$ cat src/rtl/rv_mult_seq_if.sv
// Request/response bundle between the execute stage and the multiply sequencer.
//   req_valid/req_ready : request handshake, carries req_fun/req_rs1/req_rs2
//   rsp_valid/rsp_ready : response handshake, carries rsp_rd
//   kill                : abort whatever operation is in flight
// master = execute-stage side, slave = sequencer side.
interface rv_mult_seq_if;
  logic        req_valid;
  logic        req_ready;
  logic [1:0]  req_fun;
  logic [31:0] req_rs1;
  logic [31:0] req_rs2;
  logic        rsp_valid;
  logic        rsp_ready;
  logic [31:0] rsp_rd;
  logic        kill;

  modport master (
    output req_valid, req_fun, req_rs1, req_rs2, rsp_ready, kill,
    input  req_ready, rsp_valid, rsp_rd
  );

  modport slave (
    input  req_valid, req_fun, req_rs1, req_rs2, rsp_ready, kill,
    output req_ready, rsp_valid, rsp_rd
  );
endinterface

$ cat src/rtl/rv_mult_seq.sv
// Iterative RV32M multiply sequencer (MUL/MULH/MULHSU/MULHU) built around one
// shared, registered 18x18 signed multiplier slice. The 34-bit extended
// operands are split into 17-bit halves and the partial products ll, lh, hl
// (and hh for high-half ops) are issued one per cycle and accumulated into a
// 64-bit sum one cycle later.
// Ports:
//   clk_i, rst_n_i : clock, synchronous active-low reset
//   bus            : request/response handshake plus kill (slave side)
//   mul_x_o/mul_y_o: signed operands for the external multiplier slice
//   mul_ce_o       : multiplier register enable
//   mul_q_i        : registered product, valid the cycle after issue
module rv_mult_seq #(
  parameter int unsigned ACC_W = 64
) (
  input  logic               clk_i,
  input  logic               rst_n_i,
  rv_mult_seq_if.slave       bus,
  output logic [17:0]        mul_x_o,
  output logic [17:0]        mul_y_o,
  output logic               mul_ce_o,
  input  logic [35:0]        mul_q_i
);

  localparam int unsigned OP_W    = 32;
  localparam int unsigned EXT_W   = 34;
  localparam int unsigned SLICE_W = 18;
  localparam int unsigned PROD_W  = 36;

  localparam logic [1:0] ST_IDLE  = 2'd0;
  localparam logic [1:0] ST_ISSUE = 2'd1;
  localparam logic [1:0] ST_DRAIN = 2'd2;
  localparam logic [1:0] ST_DONE  = 2'd3;

  localparam logic [1:0] FUN_MUL    = 2'b00;
  localparam logic [1:0] FUN_MULH   = 2'b01;
  localparam logic [1:0] FUN_MULHSU = 2'b10;

  // Low half is unsigned 17 bits; high half carries the sign of the 34-bit value.
  function automatic logic [SLICE_W-1:0] lo_of(input logic [EXT_W-1:0] e);
    return {1'b0, e[16:0]};
  endfunction

  function automatic logic [SLICE_W-1:0] hi_of(input logic [EXT_W-1:0] e);
    return {e[EXT_W-1], e[EXT_W-1:17]};
  endfunction

  logic [1:0]         state_q, state_d;
  logic [1:0]         k_q, k_d;
  logic [1:0]         fun_q, fun_d;
  logic [EXT_W-1:0]   x_q, x_d;
  logic [EXT_W-1:0]   y_q, y_d;
  logic [ACC_W-1:0]   acc_q, acc_d;
  logic [OP_W-1:0]    rsp_rd_q, rsp_rd_d;
  logic               rsp_valid_q, rsp_valid_d;
  logic               req_ready_q, req_ready_d;
  logic               mul_ce_q, mul_ce_d;
  logic [SLICE_W-1:0] mul_x_q, mul_x_d;
  logic [SLICE_W-1:0] mul_y_q, mul_y_d;

  logic [1:0]         last_k;
  logic [1:0]         prod_k;
  logic [5:0]         shamt;
  logic [ACC_W-1:0]   prod_ext;
  logic [ACC_W-1:0]   addend;
  logic               rs1_signed;
  logic               rs2_signed;

  // MUL skips hh: it only reaches bits 63:34, outside the returned low word.
  assign last_k = (fun_q == FUN_MUL) ? 2'd2 : 2'd3;

  // Product arriving now belongs to the previous issue slot (or the last one in DRAIN).
  assign prod_k = (state_q == ST_DRAIN) ? k_q : k_q - 2'd1;
  assign shamt  = (prod_k == 2'd0) ? 6'd0 : ((prod_k == 2'd3) ? 6'd34 : 6'd17);

  assign prod_ext = {{(ACC_W-PROD_W){mul_q_i[PROD_W-1]}}, mul_q_i};
  assign addend   = prod_ext << shamt;

  assign rs1_signed = (bus.req_fun == FUN_MULH) || (bus.req_fun == FUN_MULHSU);
  assign rs2_signed = (bus.req_fun == FUN_MULH);

  // Next-state and next-output logic.
  always_comb begin
    state_d     = state_q;
    k_d         = k_q;
    fun_d       = fun_q;
    x_d         = x_q;
    y_d         = y_q;
    acc_d       = acc_q;
    rsp_rd_d    = rsp_rd_q;
    rsp_valid_d = rsp_valid_q;

    case (state_q)
      ST_IDLE: begin
        // A kill in IDLE has no operation to abort but still blocks acceptance.
        if (bus.req_valid && !bus.kill) begin
          state_d = ST_ISSUE;
          k_d     = 2'd0;
          fun_d   = bus.req_fun;
          x_d     = {{2{rs1_signed & bus.req_rs1[OP_W-1]}}, bus.req_rs1};
          y_d     = {{2{rs2_signed & bus.req_rs2[OP_W-1]}}, bus.req_rs2};
          acc_d   = '0;
        end
      end
      ST_ISSUE: begin
        if (k_q != 2'd0) begin
          acc_d = acc_q + addend;
        end
        if (k_q == last_k) begin
          state_d = ST_DRAIN;
        end else begin
          k_d = k_q + 2'd1;
        end
      end
      ST_DRAIN: begin
        acc_d       = acc_q + addend;
        state_d     = ST_DONE;
        rsp_valid_d = 1'b1;
        rsp_rd_d    = (fun_q == FUN_MUL) ? acc_d[OP_W-1:0] : acc_d[ACC_W-1:OP_W];
      end
      ST_DONE: begin
        if (bus.rsp_ready) begin
          state_d     = ST_IDLE;
          rsp_valid_d = 1'b0;
        end
      end
      default: begin
        state_d = ST_IDLE;
      end
    endcase

    // Flush wins over everything, including a response handshake.
    if (bus.kill && (state_q != ST_IDLE)) begin
      state_d     = ST_IDLE;
      rsp_valid_d = 1'b0;
    end

    req_ready_d = (state_d == ST_IDLE);
    mul_ce_d    = (state_d == ST_ISSUE) || (state_d == ST_DRAIN);
    mul_x_d     = '0;
    mul_y_d     = '0;
    if (state_d == ST_ISSUE) begin
      // k[1] selects the x half, k[0] the y half: ll, lh, hl, hh.
      mul_x_d = k_d[1] ? hi_of(x_d) : lo_of(x_d);
      mul_y_d = k_d[0] ? hi_of(y_d) : lo_of(y_d);
    end
  end

  // State and output registers.
  always_ff @(posedge clk_i) begin
    if (!rst_n_i) begin
      state_q     <= ST_IDLE;
      k_q         <= '0;
      fun_q       <= '0;
      x_q         <= '0;
      y_q         <= '0;
      acc_q       <= '0;
      rsp_rd_q    <= '0;
      rsp_valid_q <= 1'b0;
      req_ready_q <= 1'b1;
      mul_ce_q    <= 1'b0;
      mul_x_q     <= '0;
      mul_y_q     <= '0;
    end else begin
      state_q     <= state_d;
      k_q         <= k_d;
      fun_q       <= fun_d;
      x_q         <= x_d;
      y_q         <= y_d;
      acc_q       <= acc_d;
      rsp_rd_q    <= rsp_rd_d;
      rsp_valid_q <= rsp_valid_d;
      req_ready_q <= req_ready_d;
      mul_ce_q    <= mul_ce_d;
      mul_x_q     <= mul_x_d;
      mul_y_q     <= mul_y_d;
    end
  end

  assign bus.req_ready = req_ready_q;
  assign bus.rsp_valid = rsp_valid_q;
  assign bus.rsp_rd    = rsp_rd_q;
  assign mul_x_o       = mul_x_q;
  assign mul_y_o       = mul_y_q;
  assign mul_ce_o      = mul_ce_q;

endmodule

$ cat src/flat_wrapper.sv
// flat-port wrapper written by rule: the top's interface ports become plain ports
module rv_mult_seq_flat 
#(
  parameter int unsigned ACC_W = 64
)
  (clk_i, rst_n_i, mul_x_o, mul_y_o, mul_ce_o, mul_q_i, bus_req_valid, bus_req_fun, bus_req_rs1, bus_req_rs2, bus_rsp_ready, bus_kill, bus_req_ready, bus_rsp_valid, bus_rsp_rd);
  rv_mult_seq_if bus_i ();
  input  logic clk_i;
  input  logic rst_n_i;
  output logic [17:0] mul_x_o;
  output logic [17:0] mul_y_o;
  output logic mul_ce_o;
  input  logic [35:0] mul_q_i;
  input wire logic [$bits(bus_i.req_valid)-1:0] bus_req_valid;
  input wire logic [$bits(bus_i.req_fun)-1:0] bus_req_fun;
  input wire logic [$bits(bus_i.req_rs1)-1:0] bus_req_rs1;
  input wire logic [$bits(bus_i.req_rs2)-1:0] bus_req_rs2;
  input wire logic [$bits(bus_i.rsp_ready)-1:0] bus_rsp_ready;
  input wire logic [$bits(bus_i.kill)-1:0] bus_kill;
  output wire logic [$bits(bus_i.req_ready)-1:0] bus_req_ready;
  output wire logic [$bits(bus_i.rsp_valid)-1:0] bus_rsp_valid;
  output wire logic [$bits(bus_i.rsp_rd)-1:0] bus_rsp_rd;
  assign bus_i.req_valid = bus_req_valid;
  assign bus_i.req_fun = bus_req_fun;
  assign bus_i.req_rs1 = bus_req_rs1;
  assign bus_i.req_rs2 = bus_req_rs2;
  assign bus_i.rsp_ready = bus_rsp_ready;
  assign bus_i.kill = bus_kill;
  assign bus_req_ready = bus_i.req_ready;
  assign bus_rsp_valid = bus_i.rsp_valid;
  assign bus_rsp_rd = bus_i.rsp_rd;
  rv_mult_seq #(.ACC_W(ACC_W)) u_core (.clk_i(clk_i), .rst_n_i(rst_n_i), .bus(bus_i), .mul_x_o(mul_x_o), .mul_y_o(mul_y_o), .mul_ce_o(mul_ce_o), .mul_q_i(mul_q_i));
endmodule
$ cat config.mk
export PLATFORM = sky130hd
export DESIGN_NAME = rv_mult_seq_flat
export DESIGN_NICKNAME = d
export VERILOG_FILES = /design/src/rtl/rv_mult_seq_if.sv /design/src/rtl/rv_mult_seq.sv /design/src/flat_wrapper.sv
export SDC_FILE = /design/constraint.sdc
export NUM_CORES = 1
export LEC_CHECK = 0
export CAP_MARGIN = 15
export CORE_AREA = 5 5 178 180
export CTS_BUF_LIST = sky130_fd_sc_hd__clkbuf_8 sky130_fd_sc_hd__clkbuf_16
export CTS_CLUSTER_DIAMETER = 60
export CTS_CLUSTER_SIZE = 28
export DETAILED_ROUTE_END_ITERATION = 10
export DIE_AREA = 0 0 183 185
export PLACE_DENSITY = 0.66
export REMOVE_ABC_BUFFERS = 1
export SLEW_MARGIN = 25
export SYNTH_ARGS = -nofsm -noshare
export SYNTH_HDL_FRONTEND = slang
export SYNTH_SLANG_ARGS = --single-unit
export TNS_END_PERCENT = 30
$ cat constraint.sdc
create_clock -name clk_i -period 8.3 [get_ports clk_i]
set_input_delay 1.66 -clock clk_i [delete_from_list [all_inputs] [get_ports clk_i]]
set_output_delay 1.66 -clock clk_i [all_outputs]
set_load 0.02 [all_outputs]
-- Word level (Yosys, flattened, before mapping)
Index checks and enable logic that the tools add are counted.
- muxes and demuxes: 24
- eq/ne operators: 12
- div/mod/pow operators: 0
- $add $sub $neg: 3
- shifts and indexed selects: 1
- reductions and logical operators: 20
- $mul: 0
- bitwise operators: 3
- magnitude comparators: 0
- operators by type and width (operator ; number):
    $pmux 64 s3 ; 1
    $mux 34 ; 4
    $mux 64 ; 2
    $add 64x64->64 ; 1
    $shl 64x6->64 ; 1
    $mux 17 ; 2
    $mux 32 ; 1
    $mux 2 ; 7
    $mux 6 ; 2
    $eq 2x2->1 const B ; 5
    $reduce_and 3->1 ; 3
    $logic_not 2->1 ; 4
    $pmux 2 s4 ; 1
    $eq 2x1->1 const B ; 3
    $reduce_and 2->1 ; 3
    $reduce_bool 2->1 ; 3
    $ne 2x1->1 const B ; 2
    $pmux 2 s2 ; 1
    $reduce_bool 3->1 ; 1
    $add 2x1->2 const B ; 1
    $and 1x1->1 ; 2
    $eq 2x2->1 ; 1
    $logic_and 1x1->1 ; 2
    $logic_or 1x1->1 ; 2
    other kinds (7) ; 8
- ROM bits: 0
- bits of input ports: 107
- flip-flop bits (word level): 209
- bits in latches: 0
- bits in writable memories: 0
- logic and storage cells: 77
- memories kept: 0
- output and inout port bits: 71

-- Logic depth before layout (Yosys ltp)
Gate-level depths: netlist (run 1).
- word-level depth: 9
- depth in mapped cells: 27
- gate-level depth less buffers: 23

-- Worst setup path after synthesis (run 1)
No wires, ideal clock.
- path kind: register to register
- start point: register u_core.state_q[0]
- end point: register u_core.acc_q[63]
- path buffers: 7
- arrival: 5.730 ns
- clock period less this slack: 5.847 ns
- data required time: 8.183 ns
- setup time: 0.117 ns
- path slack: 2.453 ns
- cell stages (with the launch flop): 25
- cells stage by stage: dfxtp_1 -> inv_1 -> ha_1 -> clkbuf_1 -> clkbuf_1 -> buf_1 -> xnor2_1 -> ha_1 -> clkbuf_1 -> clkbuf_1 -> buf_1 -> clkbuf_1 -> mux2i_1 -> nor2_1 -> ha_1 -> nand2_2 -> or4_4 -> nand4bb_4 -> o21ai_2 -> a2111oi_2 -> nor4b_2 -> o21ai_1 -> and3_4 -> or2_1 -> a22o_1
- word-level cells in the longest chain between the ends: 9
- elaborated cells on any way between the ends: 16
- those cells by class: add/sub: 1; eq/ne: 5; shift: 1; mux: 5; reduce/logical: 4
- RTL lines (item ; line ; text):
    start: declaration ; rv_mult_seq.sv:47 ; logic [1:0] state_q, state_d;
    start signal: assignment ; rv_mult_seq.sv:164 ; state_q <= state_d;
    $eq 2x2->1 ; rv_mult_seq.sv:72, rv_mult_seq.sv:92 ;
    $mux 2 ; rv_mult_seq.sv:72 ; assign prod_k = (state_q == ST_DRAIN) ? k_q : k_q - 2'd1;
    $eq 2x2->1 ; rv_mult_seq.sv:73 ; assign shamt = (prod_k == 2'd0) ? 6'd0 : ((prod_k == 2'd3) ? 6'd34 : 6'd17);
    $mux 6 (2 in a row) ; rv_mult_seq.sv:73 ;
    $shl 64x6->64 ; rv_mult_seq.sv:76 ; assign addend = prod_ext << shamt;
    $add 64x64->64 ; rv_mult_seq.sv:106, rv_mult_seq.sv:115 ;
    $mux 64 ; rv_mult_seq.sv:105 ; if (k_q != 2'd0) begin
    $pmux 64 s3 ; rv_mult_seq.sv:92 ; case (state_q)
    end signal: assignment ; rv_mult_seq.sv:156 ; acc_q <= '0;
    end signal: assignment ; rv_mult_seq.sv:169 ; acc_q <= acc_d;
    end: declaration ; rv_mult_seq.sv:52 ; logic [ACC_W-1:0] acc_q, acc_d;
Parallel ways exist; a longest one is shown, timed or not. The select of a mux whose other input is x is not followed.
A chain may end at the register's enable or synchronous reset.

-- Worst setup path after layout (run 1)
- start point: register u_core.state_q[0]
- end point: register u_core.rsp_rd_q[4], in the netlist u_core.bus.rsp_rd[4]
- word-level cells in the longest chain between the ends: 8
- elaborated cells on any way between the ends: 9
- those cells by class: add/sub: 1; eq/ne: 2; shift: 1; mux: 4; reduce/logical: 1
- RTL lines (item ; line ; text):
    $eq 2x2->1 (*) ; rv_mult_seq.sv:72, rv_mult_seq.sv:92 ;
    $mux 2 ; rv_mult_seq.sv:72 ;
    $eq 2x2->1 ; rv_mult_seq.sv:73 ;
    $mux 6 (2 in a row) ; rv_mult_seq.sv:73 ;
    $shl 64x6->64 ; rv_mult_seq.sv:76 ;
    $add 64x64->64 ; rv_mult_seq.sv:115 ; acc_d = acc_q + addend;
    $mux 32 ; rv_mult_seq.sv:118 ; rsp_rd_d = (fun_q == FUN_MUL) ? acc_d[OP_W-1:0] : acc_d[ACC_W-1:OP_W];
    end signal: assignment ; rv_mult_seq.sv:170 ; rsp_rd_q <= rsp_rd_d;
    end: declaration ; rv_mult_seq.sv:53 ; logic [OP_W-1:0] rsp_rd_q, rsp_rd_d;
Every way passes the cells marked *; elsewhere a longest branch is shown, timed or not.

==> results by group, run 1 <==
Timing
  – Slew @ Worst Pin: between 1000 and 1500 ps
  – Final setup violation count: 0
  – Final worst slack: 1876 ps
  – Final period utilization: between 70 and 80%
  – F_max: 0.1557 GHz
  – Slew HR: 29.67%
  – Tmin final: 6424 ps
  – Pins Over Slew Limit: 0
  – Total negative setup slack: 0 ps
  – RSZ-0062 raised after global routing: no
  – Clk_skew: 16.26 ps
  – Final hold vios: 0

Worst setup path
  – Critical path data required time: 8750 ps
  – WS Path Type: reg -> reg
  – Delay of the slowest cell on the worst path: just under 700 ps
  – CP cell instances: inv_1 -> ha_2 -> buf_4 -> xnor2_1 -> ha_2 -> buf_4 -> mux4_2 -> inv_1 -> nor2_1 -> ha_1 -> nand2_1 -> nor3_1 -> o2111a_1 -> or2_2 -> a31oi_4 -> o31ai_1 -> a21boi_0 -> xnor2_1 -> nor2_1 -> nor3_1
  – Worst setup EP type: register
  – Crit path DAT: around 6900 ps
  – CP startpoint kind: register
  – CP max stage cell: o31ai_1
  – Crit path max fanout: 63

Power
  – P_sw: 0.001533 W
  – Switch share: a little over two fifths
  – Combinational power share: about two fifths
  – Clk pwr share: between 30 and 40%
  – Leakage power: 6.210 nW
  – Worst VDD drop: 0.1669 mV
  – Int Power: approximately 0.0021 W
  – PwrDens: approximately 230 nW/um^2
  – Sequential Power Share: roughly 29%

Logic synthesis
  – Synth Instances: 1,663
  – EDFF count, synth: 0
  – Synthesized area per cell: 7.985 sq um
  – Sequential share of the synthesized area: 31.51%
  – Ys async rst share: 0%
  – Synth cell types: 82
  – Mapped Area: 13,280 sq um
  – Top_reg_cell synth: dfxtp_1
  – Yosys reg bits: 209
  – Yosys warns: 0

GRT
  – Pin count of the biggest net entering global routing: 70
  – Initial antenna violation count: 0
  – GR Overflow Total: 0
  – First-pass GRT wire length: 74,570 um
  – GRT Overall Usage: 28.29%
  – Vias in the first global route: 12,420

Die
  – Floorplan die height: ~190 um
  – Chip width: 183 um
  – Starting Density: between 40 and 50%
  – Ports: 178
  – Num rows: 64
  – Core area: 30,030 sq um
  – Die area: approximately 34,000 sq um

Placement
  – Routability congestion estimate: a little under 1
  – PortBufs: ~180
  – Place WS: approximately 2000 ps
  – Hpwl dp: 37,960 um

Final layout
  – Nets: 1,946
  – Fillers: 2,928
  – Most frequent cells in the layout: 263 x nand2_1, 209 x dfxtp_1, 200 x a21oi_1
  – Multi-input gate area: 8488 sq um
  – Syn-to-layout area delta: 21.04%
  – Most common cell after layout, fill and taps aside: nand2_1
  – Share of cells above drive strength 1: 7.403%
  – N_diodes: 0
  – Sequential Area: about 4200 sq um

Detailed routing
  – Routed vias: 12,920
  – Drt total wl: 49,560 um
  – Routed WL per cell: 22.74 um
  – Drt first pass iters: 6
  – DRT iter0 DRCs: between 1,000 and 1,500
  – DR vias/cell: 5.929
  – Residual DRC: 0
  – Antenna-violating nets left: 0

CTS
  – Setup bufs post-CTS: 0
  – Clk slew on worst S/H paths: about 80 ps
  – Worst skew pair latency: ~540 ps
  – Root Driver: clkbuf_16
  – CTS tree: built
  – CTS resizes: 0
  – CTS HTree Levels: 1
  – # hold bufs at CTS: 0
  – Bufs on Longest Clock Path: 3
  – CTS Buf Count: 24
  – CTS Sinks: 209

Job
  – Maxcap violations: 0

Min path
  – Worst min-delay path class: reg -> reg

Status
  – Status: finished clean
critical path: cells and delay by family (launching register included):
kind	cells	cell delay, ps
compound gates	4	1380
fa+ha+maj	3	1240
buf+inv	4	1220
simple gates	6	1030
xor+xnor	2	550
mux	1	550
flops	1	360
layout make-up:
class / count / area share, %
Clock buffer: 25 / 3.892
Clock inverter: 19 / 1.463
Inverter: 35 / 0.8252
Multi-Input combinational cell: 1302 / 52.81
Sequential cell: 209 / 26.03
Tap cell: 396 / 3.083
Timing Repair Buffer: 193 / 11.89
per-layer routing:
layer  up-vias  GRT usage [%]  share of wire (%)
met4         0          12.90                5.5
met3       117          6.324                8.4
met5         -              0                  0
met1      6091          37.23                 43
met2       543          44.54                 43
li1       6169              -                  -
state kept, by name (all words and copies together) (netlist names):
| name | flops |
|---|---|
| u_core.mul_x_o | 18 |
| u_core.bus.req_ready | 1 |
| u_core.x_q | 34 |
| u_core.y_q | 34 |
| u_core.k_q | 2 |
| u_core.bus.rsp_rd | 32 |
| u_core.bus.rsp_valid | 1 |
| u_core.state_q | 2 |
| u_core.mul_ce_o | 1 |
| u_core.acc_q | 64 |
| u_core.fun_q | 2 |
| u_core.mul_y_o | 18 |
synthesized netlist by cell type, types with 4 or more instances:
library cell / n / share of area (%)
a211oi_1: 16 / 0.90
a21boi_0: 4 / 0.23
a21o_1: 31 / 1.8
a21oi_1: 200 / 7.5
a22o_1: 27 / 1.8
a22oi_1: 28 / 1.6
a31oi_1: 19 / 0.90
and2_1: 11 / 0.52
and3_1: 5 / 0.24
buf_1: 10 / 0.28
buf_2: 4 / 0.15
clkbuf_1: 95 / 2.7
dfxtp_1: 209 / 32
ha_1: 73 / 6.9
inv_1: 34 / 0.96
mux2i_1: 35 / 2.6
mux4_2: 33 / 5.6
nand2_1: 263 / 7.4
nand2b_1: 6 / 0.28
nand3_1: 24 / 0.90
nand4_1: 31 / 1.5
nor2_1: 145 / 4.1
nor2b_1: 40 / 1.9
nor3_1: 18 / 0.68
o211ai_1: 8 / 0.45
o21a_1: 10 / 0.57
o21ai_0: 93 / 3.5
o21ai_1: 6 / 0.23
o21bai_1: 18 / 1.0
o221ai_1: 5 / 0.33
o22ai_1: 13 / 0.61
o31ai_1: 7 / 0.40
or2_2: 5 / 0.24
or3_1: 5 / 0.24
xnor2_1: 41 / 2.7
xor2_1: 20 / 1.3
cell families after synthesis:
family / count (synthesis) / share of synthesized area (%)
compound gates: 516 / 24.37
xor+xnor: 61 / 4.023
fa+ha+maj: 74 / 7.029
buf+inv: 152 / 4.702
flops: 209 / 31.51
mux: 71 / 8.490
simple gates: 580 / 19.88
power by group through the flow:
stage	clock [W]	combinational, W	sequential (W)
2_1_floorplan	0	0.000918	0.00110
3_3_place_gp	0	0.00144	0.00109
3_5_place_dp	0	0.00143	0.00109
4_1_cts	0.00115	0.00144	0.00107
5_1_grt	0.00119	0.00157	0.00107
6_report	0.00113	0.00146	0.00107
worst paths after layout:
| check | to | start | slack [ps] | cells after the start |
|---|---|---|---|---|
| setup / recovery | u_core.bus.rsp_rd[4] | u_core.state_q[0] | 1880 | 20 |
| hold / removal | u_core.x_q[28] | u_core.x_q[28] | 450 | 2 |
| setup reg to reg | u_core.bus.rsp_rd[4] | u_core.state_q[0] | 1880 | 20 |
| hold reg to reg | u_core.x_q[28] | u_core.x_q[28] | 450 | 2 |
stage by stage:
| stage | instances | area [sq um] | power (W) | hold slack [ps] | util (%) |
|---|---|---|---|---|---|
| final | 2179 | 16070 | 0.003662 | 451.9 | 53.53 |
| after global routing | 2179 | 16070 | 0.003834 | 467.1 | 53.53 |
| after CTS | 2178 | 16050 | 0.003658 | 454.6 | 53.43 |
| after detailed placement | 2134 | 15180 | 0.002524 | 443.3 | 50.57 |
| after global placement | 2134 | 15180 | 0.002531 | 438.3 | 50.57 |
| after floorplan | 1546 | 12790 | 0.002018 | 422.3 | - |
No activity file was read; power rests on OpenSTA's default activity.
==> inputs of run 2 (changes only) <==
--- a/config.mk
+++ b/config.mk
@@ -12,7 +12,7 @@
 export CTS_CLUSTER_SIZE = 28
 export DETAILED_ROUTE_END_ITERATION = 10
 export DIE_AREA = 0 0 183 185
-export PLACE_DENSITY = 0.66
+export PLACE_DENSITY = 0.69
 export REMOVE_ABC_BUFFERS = 1
 export SLEW_MARGIN = 25
 export SYNTH_ARGS = -nofsm -noshare
==> constraint.sdc (replaced) <==
create_clock -name clk_i -period 5.9 [get_ports clk_i]
set_input_delay 1.18 -clock clk_i [delete_from_list [all_inputs] [get_ports clk_i]]
set_output_delay 1.18 -clock clk_i [all_outputs]
set_load 0.02 [all_outputs]
==> run 2 against run 1 <==
Via count grew 2.0%. Flip-flop and latch count did not move. Critical path depth up 1. Fmax is 14% higher. Clock-buffer cell count stayed put. Routed wire length grew 2.6%. Hold slack worse by 1.5 ps. First-iteration DRC count increased by 12%. Non-clock buffer count increased by 29. Clock power grew 45%. Sequential power rose by 40%. Cell area up 1.7%.
==> results by group, run 2 (synthesis gave the netlist of run 1 again) <==
Detailed routing
  – Metal-1 WL: between 20,000 and 25,000 um
  – DRT iter0 DRCs: 1,262
  – Met3 WL: 3515 um
  – Residual DRC: 0
  – Top metal layer carrying routed signals: met4
  – Routed vias: between 10,000 and 15,000
  – Met2 WL post-DR: 22,870 um
  – Drt total wl: 50,860 um
  – DR vias/cell: 5.966
  – Routed WL per cell: 23.02 um
  – Antenna-violating nets left: 0
  – Drt first pass iters: 6

Placement
  – PortBufs: 177
  – Routability congestion estimate: 1.106
  – Place WS: about 200 ps
  – Hpwl dp: between 30,000 and 40,000 um

Final layout
  – N_diodes: 0
  – Nets: 1,976
  – Largest registers: u_core.acc_q (64), u_core.x_q (34), u_core.y_q (34)
  – Max reg flops: 64
  – Syn-to-layout area delta: 23.11%
  – Top reg by flops: u_core.acc_q
  – Most frequent cells in the layout: 262 x nand2_1, 209 x dfxtp_1, 200 x a21oi_1
  – Fillers: 2,871
  – Most common cell after layout, fill and taps aside: nand2_1
  – Share of cells above drive strength 1: 8.935%

Timing
  – Final worst slack: 274.6 ps
  – RSZ-0062 raised after global routing: no
  – Total negative setup slack: 0 ps
  – Final hold vios: 0
  – Final setup violation count: 0
  – Final period utilization: roughly 95%
  – Clk_skew: 13.84 ps
  – F_max: 0.1778 GHz
  – Slew @ Worst Pin: 904.1 ps
  – Pins Over Slew Limit: 0
  – Slew HR: 39.73%
  – Tmin final: 5625 ps

Power
  – Final Power: 0.005322 W
  – Int Power: ~0.0032 W
  – P_sw: 0.002151 W
  – Sequential Power Share: 28.3%
  – Switch share: 40.43%
  – Combinational power share: 40.9%
  – Clk pwr share: 30.8%
  – Worst VDD drop: 0.2186 mV
  – Leakage power: 6.377 nW
  – PwrDens: between 300 and 400 nW/um^2

CTS
  – CTS Sinks: about 210
  – CTS HTree Levels: 1
  – Clk slew on worst S/H paths: 70 ps
  – CTS tree: built
  – Worst skew pair latency: about 530 ps
  – CTS Buf Count: 25
  – Root Driver: clkbuf_16
  – Bufs on Longest Clock Path: 3
  – # hold bufs at CTS: 0

GRT
  – Pin count of the biggest net entering global routing: 75
  – GRT Overall Usage: slightly below 30%
  – First-pass GRT wire length: about 77,000 um
  – Initial antenna violation count: 0
  – GR Overflow Total: 0
  – Vias in the first global route: 12,690

Die
  – Die area: 33,860 sq um
  – Floorplan die height: 185 um
  – Chip width: 183 um
  – Core area: 30,030 sq um
  – Starting Density: 44.22%
  – Ports: 178
  – Num rows: 64

Worst setup path
  – Crit path max fanout: 17
  – R2R cell count: 21
  – CP startpoint kind: register
  – CP cell instances: inv_1 -> ha_2 -> inv_1 -> mux2i_2 -> ha_4 -> buf_4 -> mux2i_1 -> a21oi_1 -> a211oi_1 -> a21oi_1 -> ha_1 -> a21o_1 -> a21o_1 -> a21oi_1 -> o21ai_0 -> a2111oi_4 -> nor4b_2 -> o21ai_1 -> a21oi_1 -> or2_1 -> a22o_1
  – WS Path Type: reg -> reg
  – Delay of the slowest cell on the worst path: 470 ps
  – Delay-heaviest family, CP: compound AO/OA/AOI/OAI gates
  – Critical path data required time: 6310 ps
  – CP max stage cell: ha_1
  – Worst setup EP type: register
  – Instance count on the critical path: 21
  – Most used cell, CP: a21oi_1
  – Buf+Inv Stages, Crit Path: 3
  – Worst R2R Start: u_core.state_q[0]
  – R2r setup slk: 270 ps
  – RR Endpoint: u_core.acc_q[63]
  – Crit path DAT: slightly above 6000 ps

Min path
  – Worst min-delay path class: reg -> reg
  – Hold Path End: u_core.acc_q[48]
  – HP Start: u_core.acc_q[48]
  – Worst hold stages: 2

Job
  – Maxcap violations: 0

Status
  – Status: finished clean
==> run 2: cell types whose count changed in the layout (fill, tap and decap cells not counted), sizes merged <==
cell | previous run | this run
buf | 16 | 45
bufinv | 0 | 3
clkinv | 9 | 8
clkinvlp | 2 | 1
==> run 2: power by group through the flow <==
stage               logic [W]  registers, W  clock network [W]
floorplan             0.00129       0.00155                  0
global placement      0.00212       0.00153                  0
detailed placement    0.00211       0.00154                  0
CTS                   0.00212       0.00150            0.00167
global route          0.00231       0.00151            0.00173
finish                0.00218       0.00150            0.00164
==> run 2: metrics by stage <==
step	utilization [%]	std cells	cell area (sq um)	hold WS, ps
floorplan	-	1546	12790	422.3
global placement	51.33	2163	15410	438.3
detailed placement	51.33	2163	15410	438.7
CTS	54.27	2208	16300	448.2
global route	54.44	2209	16350	472.0
finish	54.44	2209	16350	450.4
==> run 2: layout make-up <==
cell class	count	area [sq um]	share of cell area (%)
Clock buffer	25	625.6	3.827
Clock inverter	20	256.5	1.569
Inverter	35	132.6	0.8113
Multi-Input combinational cell	1302	8532	52.19
Sequential cell	209	4184	25.59
Tap cell	396	495.5	3.031
Timing Repair Buffer	222	2122	12.98
==> run 2: worst max-delay path by stage <==
stage                            startpoint                     to  slack [ps]
final                     u_core.state_q[0]       u_core.acc_q[63]         270
after global routing      u_core.state_q[0]  u_core.bus.rsp_rd[26]           7
after CTS                 u_core.state_q[0]  u_core.bus.rsp_rd[22]         180
after detailed placement  u_core.state_q[0]  u_core.bus.rsp_rd[22]         200
after global placement          mul_q_i[32]       u_core.acc_q[63]         140
after floorplan                    bus_kill     u_core.mul_y_o[16]       -1250
==> run 2: worst reg2reg max path, stage by stage (launching register included) <==
cell and delay, ps:
dfxtp_1 400, inv_1 90, ha_2 230, inv_1 110, mux2i_2 350, ha_4 360, buf_4 260, mux2i_1 200
a21oi_1 140, a211oi_1 350, a21oi_1 170, ha_1 470, a21o_1 200, a21o_1 160, a21oi_1 320, o21ai_0 240
a2111oi_4 450, nor4b_2 110, o21ai_1 310, a21oi_1 140, or2_1 250, a22o_1 200
==> run 2: layer usage <==
layer	GRT usage, %	up-vias
met3	3.653	97
li1	-	6232
met5	0	-
met1	39.89	6294
met2	47.31	555
met4	10.67	0
==> run 2: repair_timing <==
item                                    4_1_cts  5_1_grt
gates resized for setup                       0        6
buffers inserted                              0        1
endpoints found under the setup margin        0        6
==> inputs of run 3 (changes only) <==
==> constraint.sdc (replaced) <==
create_clock -name clk_i -period 5.9 [get_ports clk_i]
set_input_delay 1.18 -clock clk_i [delete_from_list [all_inputs] [get_ports clk_i]]
set_output_delay 1.18 -clock clk_i [all_outputs]
set_load 0.01 [all_outputs]
==> results of run 3 <==
Same layout as run 2 (identical final DEF). Status: finished clean.
Main changes from that run: total power 0.005322 W -> 0.005310 W
